**config.mk**
```make
export PLATFORM = sky130hd
export DESIGN_NAME = layer_1_5_sequencer_flat
export DESIGN_NICKNAME = d
export VERILOG_FILES = /design/src/rtl/layer_1_5_sequencer_if.sv /design/src/rtl/layer_1_5_sequencer.sv /design/src/flat_wrapper.sv
export SDC_FILE = /design/constraint.sdc
export NUM_CORES = 1
export LEC_CHECK = 0
export CAP_MARGIN = 0
export CORE_MARGIN = 2
export CORE_UTILIZATION = 30
export CTS_CLUSTER_DIAMETER = 120
export DETAILED_ROUTE_END_ITERATION = 10
export DONT_BUFFER_PORTS = 1
export REMOVE_ABC_BUFFERS = 1
export SLEW_MARGIN = 20
export SYNTH_ARGS = -nofsm -noshare
export SYNTH_HDL_FRONTEND = slang
export SYNTH_SLANG_ARGS = --single-unit
```
**constraint.sdc**
```tcl
create_clock -name clk -period 13.5 [get_ports clk]
set_input_delay 2.7 -clock clk [delete_from_list [all_inputs] [get_ports clk]]
set_output_delay 2.7 -clock clk [all_outputs]
set_load 0.02 [all_outputs]
```
**src/rtl/layer_1_5_sequencer_if.sv**
```systemverilog
// Pixel stream, weight ROM, multiplier and result port of the layer-1.5 sequencer.
// master = sequencer side, slave = the surrounding pixel source / ROM / multiplier / consumer.
interface layer_1_5_sequencer_if #(
    parameter int SIZE        = 8,
    parameter int OUTPUT_SIZE = 16,
    parameter int ADDR_WIDTH  = 8
);
    logic                   pixel_bit;
    logic                   pixel_valid;
    logic                   pixel_ready;
    logic [ADDR_WIDTH-1:0]  weight_addr;
    logic [SIZE-1:0]        weight_data_1, weight_data_2, weight_data_3, weight_data_4, weight_data_5;
    logic [SIZE-1:0]        vector_output_1, vector_output_2, vector_output_3, vector_output_4, vector_output_5;
    logic                   mask_output;
    logic                   load;
    logic                   accumulate;
    logic                   mult_reset;
    logic [OUTPUT_SIZE-1:0] accumulate_1, accumulate_2, accumulate_3, accumulate_4, accumulate_5;
    logic [OUTPUT_SIZE-1:0] result_1, result_2, result_3, result_4, result_5;
    logic                   result_valid;
    logic                   result_ready;

    modport master (
        input  pixel_bit, pixel_valid,
        output pixel_ready,
        output weight_addr,
        input  weight_data_1, weight_data_2, weight_data_3, weight_data_4, weight_data_5,
        output vector_output_1, vector_output_2, vector_output_3, vector_output_4, vector_output_5,
        output mask_output, load, accumulate, mult_reset,
        input  accumulate_1, accumulate_2, accumulate_3, accumulate_4, accumulate_5,
        output result_1, result_2, result_3, result_4, result_5,
        output result_valid,
        input  result_ready
    );

    modport slave (
        output pixel_bit, pixel_valid,
        input  pixel_ready,
        input  weight_addr,
        output weight_data_1, weight_data_2, weight_data_3, weight_data_4, weight_data_5,
        input  vector_output_1, vector_output_2, vector_output_3, vector_output_4, vector_output_5,
        input  mask_output, load, accumulate, mult_reset,
        output accumulate_1, accumulate_2, accumulate_3, accumulate_4, accumulate_5,
        input  result_1, result_2, result_3, result_4, result_5,
        input  result_valid,
        output result_ready
    );
endinterface

```
**src/rtl/layer_1_5_sequencer.sv**
```systemverilog
// Feeds one image through the five-lane masked multiply/accumulate; >=2 cycles per element, results 3 cycles after the last pixel.
// Waits on pixel_valid low per element; results held stable until result_ready.
module layer_1_5_sequencer #(
    parameter int SIZE        = 8,
    parameter int OUTPUT_SIZE = 16,
    parameter int NUM_INPUTS  = 256,
    parameter int ADDR_WIDTH  = 8
) (
    input  logic                  clk,
    input  logic                  reset,
    input  logic                  start,
    output logic                  busy,
    layer_1_5_sequencer_if.master bus
);
    typedef enum logic [2:0] {IDLE, CLEAR, FETCH, WAIT_PIX, DRAIN, DONE} state_t;

    localparam logic [ADDR_WIDTH-1:0] LAST = ADDR_WIDTH'(NUM_INPUTS - 1);

    state_t                 state, state_d;
    logic [ADDR_WIDTH-1:0]  index, index_d;
    logic [1:0]             drain_cnt, drain_d;
    logic                   busy_q, busy_d;
    logic                   pix_rdy_q, pix_rdy_d;
    logic                   load_q, load_d;
    logic                   mrst_q, mrst_d;
    logic                   mask_q, mask_d;
    logic                   rv_q, rv_d;
    logic [SIZE-1:0]        vec_q [1:5];
    logic [SIZE-1:0]        vec_d [1:5];
    logic [OUTPUT_SIZE-1:0] res_q [1:5];
    logic [OUTPUT_SIZE-1:0] res_d [1:5];
    logic [SIZE-1:0]        wdat  [1:5];
    logic [OUTPUT_SIZE-1:0] acc   [1:5];

    assign wdat[1] = bus.weight_data_1;
    assign wdat[2] = bus.weight_data_2;
    assign wdat[3] = bus.weight_data_3;
    assign wdat[4] = bus.weight_data_4;
    assign wdat[5] = bus.weight_data_5;
    assign acc[1]  = bus.accumulate_1;
    assign acc[2]  = bus.accumulate_2;
    assign acc[3]  = bus.accumulate_3;
    assign acc[4]  = bus.accumulate_4;
    assign acc[5]  = bus.accumulate_5;

    always_comb begin
        state_d   = state;
        index_d   = index;
        drain_d   = drain_cnt;
        busy_d    = busy_q;
        pix_rdy_d = pix_rdy_q;
        load_d    = 1'b0;
        mrst_d    = 1'b0;
        mask_d    = mask_q;
        rv_d      = rv_q;
        vec_d     = vec_q;
        res_d     = res_q;
        case (state)
            IDLE: begin
                if (start) begin
                    state_d = CLEAR;
                    mrst_d  = 1'b1;
                    index_d = '0;
                    busy_d  = 1'b1;
                end
            end
            CLEAR: state_d = FETCH;
            FETCH: begin
                // weight_addr has been stable for a cycle, so ROM data is valid in WAIT_PIX
                state_d   = WAIT_PIX;
                pix_rdy_d = 1'b1;
            end
            WAIT_PIX: begin
                if (bus.pixel_valid && pix_rdy_q) begin
                    load_d    = 1'b1;
                    mask_d    = bus.pixel_bit;
                    vec_d     = wdat;
                    pix_rdy_d = 1'b0;
                    if (index == LAST) begin
                        state_d = DRAIN;
                        drain_d = '0;
                    end else begin
                        index_d = index + 1'b1;
                        state_d = FETCH;
                    end
                end
            end
            DRAIN: begin
                // load cycle, multiplier input register, accumulator update
                if (drain_cnt == 2'd2) begin
                    res_d   = acc;
                    rv_d    = 1'b1;
                    state_d = DONE;
                end else begin
                    drain_d = drain_cnt + 2'd1;
                end
            end
            DONE: begin
                if (bus.result_ready) begin
                    rv_d    = 1'b0;
                    busy_d  = 1'b0;
                    state_d = IDLE;
                end
            end
            default: state_d = IDLE;
        endcase
    end

    always_ff @(posedge clk or posedge reset) begin
        if (reset) begin
            state     <= IDLE;
            index     <= '0;
            drain_cnt <= '0;
            busy_q    <= 1'b0;
            pix_rdy_q <= 1'b0;
            load_q    <= 1'b0;
            mrst_q    <= 1'b0;
            mask_q    <= 1'b0;
            rv_q      <= 1'b0;
            vec_q     <= '{default: '0};
            res_q     <= '{default: '0};
        end else begin
            state     <= state_d;
            index     <= index_d;
            drain_cnt <= drain_d;
            busy_q    <= busy_d;
            pix_rdy_q <= pix_rdy_d;
            load_q    <= load_d;
            mrst_q    <= mrst_d;
            mask_q    <= mask_d;
            rv_q      <= rv_d;
            vec_q     <= vec_d;
            res_q     <= res_d;
        end
    end

    assign busy                = busy_q;
    assign bus.pixel_ready     = pix_rdy_q;
    assign bus.weight_addr     = index;
    assign bus.load            = load_q;
    assign bus.accumulate      = load_q;
    assign bus.mult_reset      = mrst_q;
    assign bus.mask_output     = mask_q;
    assign bus.result_valid    = rv_q;
    assign bus.vector_output_1 = vec_q[1];
    assign bus.vector_output_2 = vec_q[2];
    assign bus.vector_output_3 = vec_q[3];
    assign bus.vector_output_4 = vec_q[4];
    assign bus.vector_output_5 = vec_q[5];
    assign bus.result_1        = res_q[1];
    assign bus.result_2        = res_q[2];
    assign bus.result_3        = res_q[3];
    assign bus.result_4        = res_q[4];
    assign bus.result_5        = res_q[5];
endmodule

```
**src/flat_wrapper.sv**
```systemverilog
// flat-port wrapper written by rule: the top's interface ports become plain ports
module layer_1_5_sequencer_flat 
#(
    parameter int SIZE        = 8,
    parameter int OUTPUT_SIZE = 16,
    parameter int NUM_INPUTS  = 256,
    parameter int ADDR_WIDTH  = 8
)
  (clk, reset, start, busy, bus_pixel_bit, bus_pixel_valid, bus_pixel_ready, bus_weight_addr, bus_weight_data_1, bus_weight_data_2, bus_weight_data_3, bus_weight_data_4, bus_weight_data_5, bus_vector_output_1, bus_vector_output_2, bus_vector_output_3, bus_vector_output_4, bus_vector_output_5, bus_mask_output, bus_load, bus_accumulate, bus_mult_reset, bus_accumulate_1, bus_accumulate_2, bus_accumulate_3, bus_accumulate_4, bus_accumulate_5, bus_result_1, bus_result_2, bus_result_3, bus_result_4, bus_result_5, bus_result_valid, bus_result_ready);
  layer_1_5_sequencer_if #(.SIZE(SIZE), .OUTPUT_SIZE(OUTPUT_SIZE), .ADDR_WIDTH(ADDR_WIDTH)) bus_i ();
  input  logic clk;
  input  logic reset;
  input  logic start;
  output logic busy;
  input wire logic [$bits(bus_i.pixel_bit)-1:0] bus_pixel_bit;
  input wire logic [$bits(bus_i.pixel_valid)-1:0] bus_pixel_valid;
  output wire logic [$bits(bus_i.pixel_ready)-1:0] bus_pixel_ready;
  output wire logic [$bits(bus_i.weight_addr)-1:0] bus_weight_addr;
  input wire logic [$bits(bus_i.weight_data_1)-1:0] bus_weight_data_1;
  input wire logic [$bits(bus_i.weight_data_2)-1:0] bus_weight_data_2;
  input wire logic [$bits(bus_i.weight_data_3)-1:0] bus_weight_data_3;
  input wire logic [$bits(bus_i.weight_data_4)-1:0] bus_weight_data_4;
  input wire logic [$bits(bus_i.weight_data_5)-1:0] bus_weight_data_5;
  output wire logic [$bits(bus_i.vector_output_1)-1:0] bus_vector_output_1;
  output wire logic [$bits(bus_i.vector_output_2)-1:0] bus_vector_output_2;
  output wire logic [$bits(bus_i.vector_output_3)-1:0] bus_vector_output_3;
  output wire logic [$bits(bus_i.vector_output_4)-1:0] bus_vector_output_4;
  output wire logic [$bits(bus_i.vector_output_5)-1:0] bus_vector_output_5;
  output wire logic [$bits(bus_i.mask_output)-1:0] bus_mask_output;
  output wire logic [$bits(bus_i.load)-1:0] bus_load;
  output wire logic [$bits(bus_i.accumulate)-1:0] bus_accumulate;
  output wire logic [$bits(bus_i.mult_reset)-1:0] bus_mult_reset;
  input wire logic [$bits(bus_i.accumulate_1)-1:0] bus_accumulate_1;
  input wire logic [$bits(bus_i.accumulate_2)-1:0] bus_accumulate_2;
  input wire logic [$bits(bus_i.accumulate_3)-1:0] bus_accumulate_3;
  input wire logic [$bits(bus_i.accumulate_4)-1:0] bus_accumulate_4;
  input wire logic [$bits(bus_i.accumulate_5)-1:0] bus_accumulate_5;
  output wire logic [$bits(bus_i.result_1)-1:0] bus_result_1;
  output wire logic [$bits(bus_i.result_2)-1:0] bus_result_2;
  output wire logic [$bits(bus_i.result_3)-1:0] bus_result_3;
  output wire logic [$bits(bus_i.result_4)-1:0] bus_result_4;
  output wire logic [$bits(bus_i.result_5)-1:0] bus_result_5;
  output wire logic [$bits(bus_i.result_valid)-1:0] bus_result_valid;
  input wire logic [$bits(bus_i.result_ready)-1:0] bus_result_ready;
  assign bus_i.pixel_bit = bus_pixel_bit;
  assign bus_i.pixel_valid = bus_pixel_valid;
  assign bus_pixel_ready = bus_i.pixel_ready;
  assign bus_weight_addr = bus_i.weight_addr;
  assign bus_i.weight_data_1 = bus_weight_data_1;
  assign bus_i.weight_data_2 = bus_weight_data_2;
  assign bus_i.weight_data_3 = bus_weight_data_3;
  assign bus_i.weight_data_4 = bus_weight_data_4;
  assign bus_i.weight_data_5 = bus_weight_data_5;
  assign bus_vector_output_1 = bus_i.vector_output_1;
  assign bus_vector_output_2 = bus_i.vector_output_2;
  assign bus_vector_output_3 = bus_i.vector_output_3;
  assign bus_vector_output_4 = bus_i.vector_output_4;
  assign bus_vector_output_5 = bus_i.vector_output_5;
  assign bus_mask_output = bus_i.mask_output;
  assign bus_load = bus_i.load;
  assign bus_accumulate = bus_i.accumulate;
  assign bus_mult_reset = bus_i.mult_reset;
  assign bus_i.accumulate_1 = bus_accumulate_1;
  assign bus_i.accumulate_2 = bus_accumulate_2;
  assign bus_i.accumulate_3 = bus_accumulate_3;
  assign bus_i.accumulate_4 = bus_accumulate_4;
  assign bus_i.accumulate_5 = bus_accumulate_5;
  assign bus_result_1 = bus_i.result_1;
  assign bus_result_2 = bus_i.result_2;
  assign bus_result_3 = bus_i.result_3;
  assign bus_result_4 = bus_i.result_4;
  assign bus_result_5 = bus_i.result_5;
  assign bus_result_valid = bus_i.result_valid;
  assign bus_i.result_ready = bus_result_ready;
  layer_1_5_sequencer #(.SIZE(SIZE), .OUTPUT_SIZE(OUTPUT_SIZE), .NUM_INPUTS(NUM_INPUTS), .ADDR_WIDTH(ADDR_WIDTH)) u_core (.clk(clk), .reset(reset), .start(start), .busy(busy), .bus(bus_i));
endmodule
```
==> impl_metrics.yaml, run 1 <==
status:
  status: "complete, no violations"
final_layout:
  multi_input_area_um2: 2170
  syn_to_final_growth_pct: 14.6
  antenna_cells: 0
  final_cells: 718
  regArea_um2: 3480
  final_nets: 574
  n_fill_cell: 1844
  layout-drive-gt1-share_pct: 27.3
route:
  wl_per_cell_um: 17.8
  routed_via_density: 4.64
  drtIter0Drc: 157
  ant_nets: 0
  first_pass_iters: 4
  wl_um: 12800
  drc: 0
  via_count: 3330
worst_hold_path:
  hp-start: "u_core.drain_cnt[1]"
  holdPathStages: 2
  min_path_type: "reg2reg"
  hold_end: "u_core.drain_cnt[1]"
worst_setup_path:
  crit_arrival_ns: 4.19
  critPathLaunchType: "primary input"
  slowest_stage: "inv_2"
  r2r_slack_ns: 10.67
  r2r_start: "u_core.state[2]"
  path_cells: "nand3_4 -> inv_2 -> a31oi_1 -> a31oi_1"
  crit_path_frequent_cell: "a31oi_1"
  endpoint_kind: "flip-flop"
  rr_worst_depth: 4
  cp.required_ns: 13.83
  critical_path.top_delay_family: "buffers and inverters"
  critPathBufInv: 1
  worstPathMaxFanout: 46
  critical_path_class: "in2reg"
  r2r-end: "u_core.bus.result_5[3]"
  slowest_delay_ns: 0.71
die:
  core-area_um2: 18900
  rows: 50
  start_util_pct: 30.8
  die_area_um2: 20600
  fp.dieH_um: 143
  die_w_um: 143
  ios: 261
global_route:
  globalRouteOverflowTotal: 0
  grt_pass1_vias: 3459
  grt_usage_pct: 11.8
  antenna_found_initial: 0
  grt_max_degree: 78
  grt_pass1_wl_um: 18500
timing:
  period_needed_ns: 3.87
  fmax_ghz: 0.259
  setup_tns_ns: 0
  setup_slack_ns: 9.63
  max_slew_margin_pct: 31.5
  skew_ns: 0.00840
  worst_hold_slack_ns: 0.541
  report.final.setup_viol: 0
  worst_slew_pin_slew_ns: 1.03
  drv_slew: 0
  rsz0062_at_grt: "no"
  finalCritPeriodShare_pct: 28.6
  hold_violations: 0
clock_network:
  cts_tree: "done"
  cts.clk_slew.worst_paths_ns: 0.06
  clockBufferDepth: 2
  htree_levels: 4
  cts_sinks: 139
  clock_latency_ns: 0.41
  postCtsSetupBuffers: 0
  cts-hold-fix-buffers: 0
  cts_root_buf: "clkbuf_16"
  numCtsBuffers: 17
  cts_resized: 0
logic_synthesis:
  synth_top_area_cell: "dfrtp_1"
  yosys_register_bits: 139
  synthTopCellsByCount: "dfrtp_1 (139), nand2_1 (131), mux2_4 (79)"
  synth_edf_count: 0
  seq_area_frac_synth_pct: 59.7
  yosys-top-cells-area: "dfrtp_1 (60%), mux2_4 (20%), nand2_1 (8.4%)"
  synth_ff_type: "dfrtp_1"
  synth_top_area_share_pct: 59.7
  synth_cell_types: 42
  yosys_warnings: 0
  synth.most_common_cell: "dfrtp_1"
  avgSynthCellArea_um2: 13.1
  syn_area_um2: 5830
  async_reset_ff_share_pct: 100
  synth_cells: 446
placement:
  placed_cells: 687
  gp_congestion: 0.708
  dp_hpwl_um: 8880
  pre_cts_slack_ns: 9.22
  port_buffers: 0
run:
  drv_cap: 0
power:
  power_mw: 1.28
  power_density_nw_per_um2: 191
  peakVddDrop_v: 0.0000936
  leakage_nw: 3.25
-- power breakdown --
group          total, mW  switching (mW)  internal (mW)
clock network      0.525           0.185          0.340
registers          0.632           0.148          0.484
logic              0.121          0.0776         0.0436
-- cell families after synthesis --
logic type,synth area share (%)
simple gates,11.5
flops,59.7
mux,20.9
compound gates,3.99
buf+inv,3.20
xor+xnor,0.301
fa+ha+maj,0.429
-- cells in the final DEF, fill, tap and decap left out, drive strengths merged, types with 3 or more instances in the layout --
master	synthesis	layout
a211oi	3	3
nand2	132	132
nor2	9	9
a21o	3	3
a21oi	7	7
clkbuf	4	19
o31ai	4	4
nand3	5	5
o21ai	10	10
dfrtp	139	139
inv	7	11
bufinv	0	5
mux2	81	81
a31oi	3	3
-- through the flow --
stage,area (um2),utilization (%)
after detailed placement,6020,31.8
final,6680,35.4
after global routing,6680,35.4
after global placement,6020,31.8
after CTS,6680,35.4
after floorplan,5670,-
-- sequential cells by signal, summed over array words and instances (netlist names) --
name,flops
u_core.bus.result_1,16
u_core.bus.result_2,16
u_core.bus.result_3,16
u_core.bus.result_4,16
u_core.bus.result_5,16
u_core.bus.vector_output_1,8
u_core.bus.vector_output_2,8
u_core.bus.vector_output_3,8
u_core.bus.vector_output_4,8
u_core.bus.vector_output_5,8
u_core.bus.weight_addr,8
u_core.state,3
u_core.drain_cnt,2
u_core.bus.accumulate,1
u_core.bus.mask_output,1
u_core.bus.mult_reset,1
u_core.bus.pixel_ready,1
u_core.bus.result_valid,1
u_core.busy,1
-- how the worst max path moves through the flow --
stage | start | endpoint | cells past startpoint
floorplan | reset | u_core.bus.accumulate | 1
global placement | bus_pixel_valid | u_core.bus.weight_addr[3] | 4
detailed placement | bus_pixel_valid | u_core.bus.weight_addr[3] | 4
CTS | bus_pixel_valid | u_core.bus.weight_addr[3] | 4
global route | bus_pixel_valid | u_core.bus.weight_addr[3] | 4
finish | bus_pixel_valid | u_core.bus.weight_addr[3] | 4
-- layout make-up --
| cell class | count | share of cell area [%] |
|---|---|---|
| Clock buffer | 19 | 6.78 |
| Clock inverter | 12 | 3.15 |
| Inverter | 7 | 0.468 |
| Multi-Input combinational cell | 279 | 32.4 |
| Sequential cell | 139 | 52.1 |
| Tap cell | 260 | 4.87 |
| Timing Repair Buffer | 2 | 0.225 |
-- per-layer routing --
layer  GRT usage (%)  part of all wire, %  vias to the layer above
li1                -                    -                     1490
met1            13.8                   40                     1641
met2            19.0                   47                      193
met3            5.73                   12                        6
met4            4.02                 0.87                        0
met5               0                    0                        -
-- worst reg2reg max path, stage by stage, from the launching register on --
cell     delay (ns)
dfrtp_1        0.58
nor2b_2        0.28
and3_4         0.51
buf_4          0.87
mux2_2         0.48
(Power assumes the default switching activity.)
==> run 2, diff against run 1 <==
Clock period 13.5 ns to 3.9 ns, I/O delays scaled along.
==> impl_metrics.yaml, run 2 (synthesis gave the netlist of run 1 again) <==
route:
  routed_via_density: 4.64
  drc: 0
  wl_met3_um: 1530
  highest_layer: "met4"
  drtIter0Drc: 163
  m1WireLength_um: 5040
  wl_um: 12800
  ant_nets: 0
  wl_per_cell_um: 17.7
  dr_wl_met2_um: 6010
  first_pass_iters: 4
  via_count: 3340
die:
  start_util_pct: 30.8
  ios: 261
  rows: 50
  fp.dieH_um: 143
  die_w_um: 143
  core-area_um2: 18900
  die_area_um2: 20600
worst_setup_path:
  crit_arrival_ns: 2.84
  critical_path_class: "reg2reg"
  critPathLaunchType: "flip-flop"
  worstPathMaxFanout: 46
  endpoint_kind: "flip-flop"
  slowest_stage: "inv_2"
  cp.required_ns: 4.23
  rr_worst_depth: 5
  path_cells: "and3b_1 -> nand3_4 -> inv_2 -> a31oi_1 -> a31oi_1"
  slowest_delay_ns: 0.73
  crit_path_frequent_cell: "a31oi_1"
placement:
  place_area_um2: 6040
  gp_congestion: 0.769
  dp_hpwl_um: 9030
  placed_cells: 687
  port_buffers: 0
worst_hold_path:
  min_path_type: "in2async"
final_layout:
  final_common_cell: "dfrtp_1"
  syn_to_final_growth_pct: 15.2
  layout_common_cells: "dfrtp_1 (139), nand2_1 (131), mux2_4 (79)"
  final_nets: 574
  layout-drive-gt1-share_pct: 27.5
  final_area_um2: 6710
  final_cells: 720
clock_network:
  postCtsSetupBuffers: 0
  cts.clk_slew.worst_paths_ns: 0.06
  htree_levels: 4
  clock_latency_ns: 0.41
  numCtsBuffers: 17
  cts_tree: "done"
  cts_resized: 0
  cts-hold-fix-buffers: 0
  clockBufferDepth: 2
  cts_sinks: 139
  cts_root_buf: "clkbuf_16"
timing:
  setup_tns_ns: 0
  fmax_ghz: 0.398
  report.final.setup_viol: 0
  worst_slew_pin_slew_ns: 0.730
  finalCritPeriodShare_pct: 64.4
  max_slew_margin_pct: 51.3
  hold_violations: 0
  skew_ns: 0.0102
  drv_slew: 0
  rsz0062_at_grt: "no"
  period_needed_ns: 2.51
power:
  leakage_nw: 3.26
  power_density_nw_per_um2: 661
  peakVddDrop_v: 0.000304
status:
  status: "complete, no violations"
global_route:
  grt_max_degree: 81
  grt_pass1_vias: 3567
  grt_pass1_wl_um: 18800
  globalRouteOverflowTotal: 0
  grt_usage_pct: 11.9
  antenna_found_initial: 0
run:
  drv_cap: 0
[run 2: cell count changes in the layout (fill, tap and decap cells not counted)]
cell      delta
clkbuf_8     -1
diode_2      +1
inv_6        +1
inv_8        +1
buf_12       +2
buf_4        -2
[run 2: layout make-up]
cell class                 instances  area, um2
tap                              260        325
inverter                           7       31.3
multi-input combinational        279       2170
sequential                       139       3480
clock inverter                    14        230
clock buffer                      18        439
antenna                            1       2.50
fill                            1839      12200
timing repair buffer               2       40.0
[run 2: per-stage QoR]
step / hold slack, ns / util [%] / setup slack, ns / power (mW)
global route: 0.374 / 35.5 / 1.16 / 4.69
floorplan: 0.491 / - / -0.605 / 2.48
CTS: 0.372 / 35.5 / 1.40 / 4.50
finish: 0.321 / 35.5 / 1.39 / 4.44
global placement: 0.510 / 32.0 / 1.56 / 2.62
detailed placement: 0.540 / 32.0 / 1.40 / 2.66
[run 2: per-layer routing]
metal / vias up / GRT usage, %
met5: - / 0
met4: 0 / 5.01
met3: 18 / 5.23
met2: 194 / 19.5
met1: 1638 / 13.6
li1: 1490 / -
[run 2: where the power goes]
group	switching (mW)	internal (mW)	total (mW)
Sequential	0.516	1.67	2.19
Clock	0.651	1.17	1.82
Combinational	0.276	0.153	0.429
Total	1.44	3.00	4.44
[run 2: path summary, 6_finish.rpt]
kind / startpoint / to / slack, ns
worst min register to register: u_core.drain_cnt[1] / u_core.drain_cnt[1] / 0.55
max in group asynchronous: reset / u_core.bus.vector_output_5[4] / 2.71
min in group clk: bus_weight_data_4[3] / u_core.bus.vector_output_4[3] / 0.47
worst max register to register: u_core.state[1] / u_core.bus.weight_addr[3] / 1.39
worst max-delay path: u_core.state[1] / u_core.bus.weight_addr[3] / 1.39
worst min-delay path: reset / u_core.bus.result_2[0] / 0.32
[run 2: worst max-delay path: cells and delay by family, from the launching register on]
kind | cells | cell delay (ns)
AO/OA/AOI/OAI | 2 | 0.32
buffers and inverters | 1 | 0.73
flip-flops | 1 | 0.56
AND/OR/NAND/NOR | 2 | 0.77
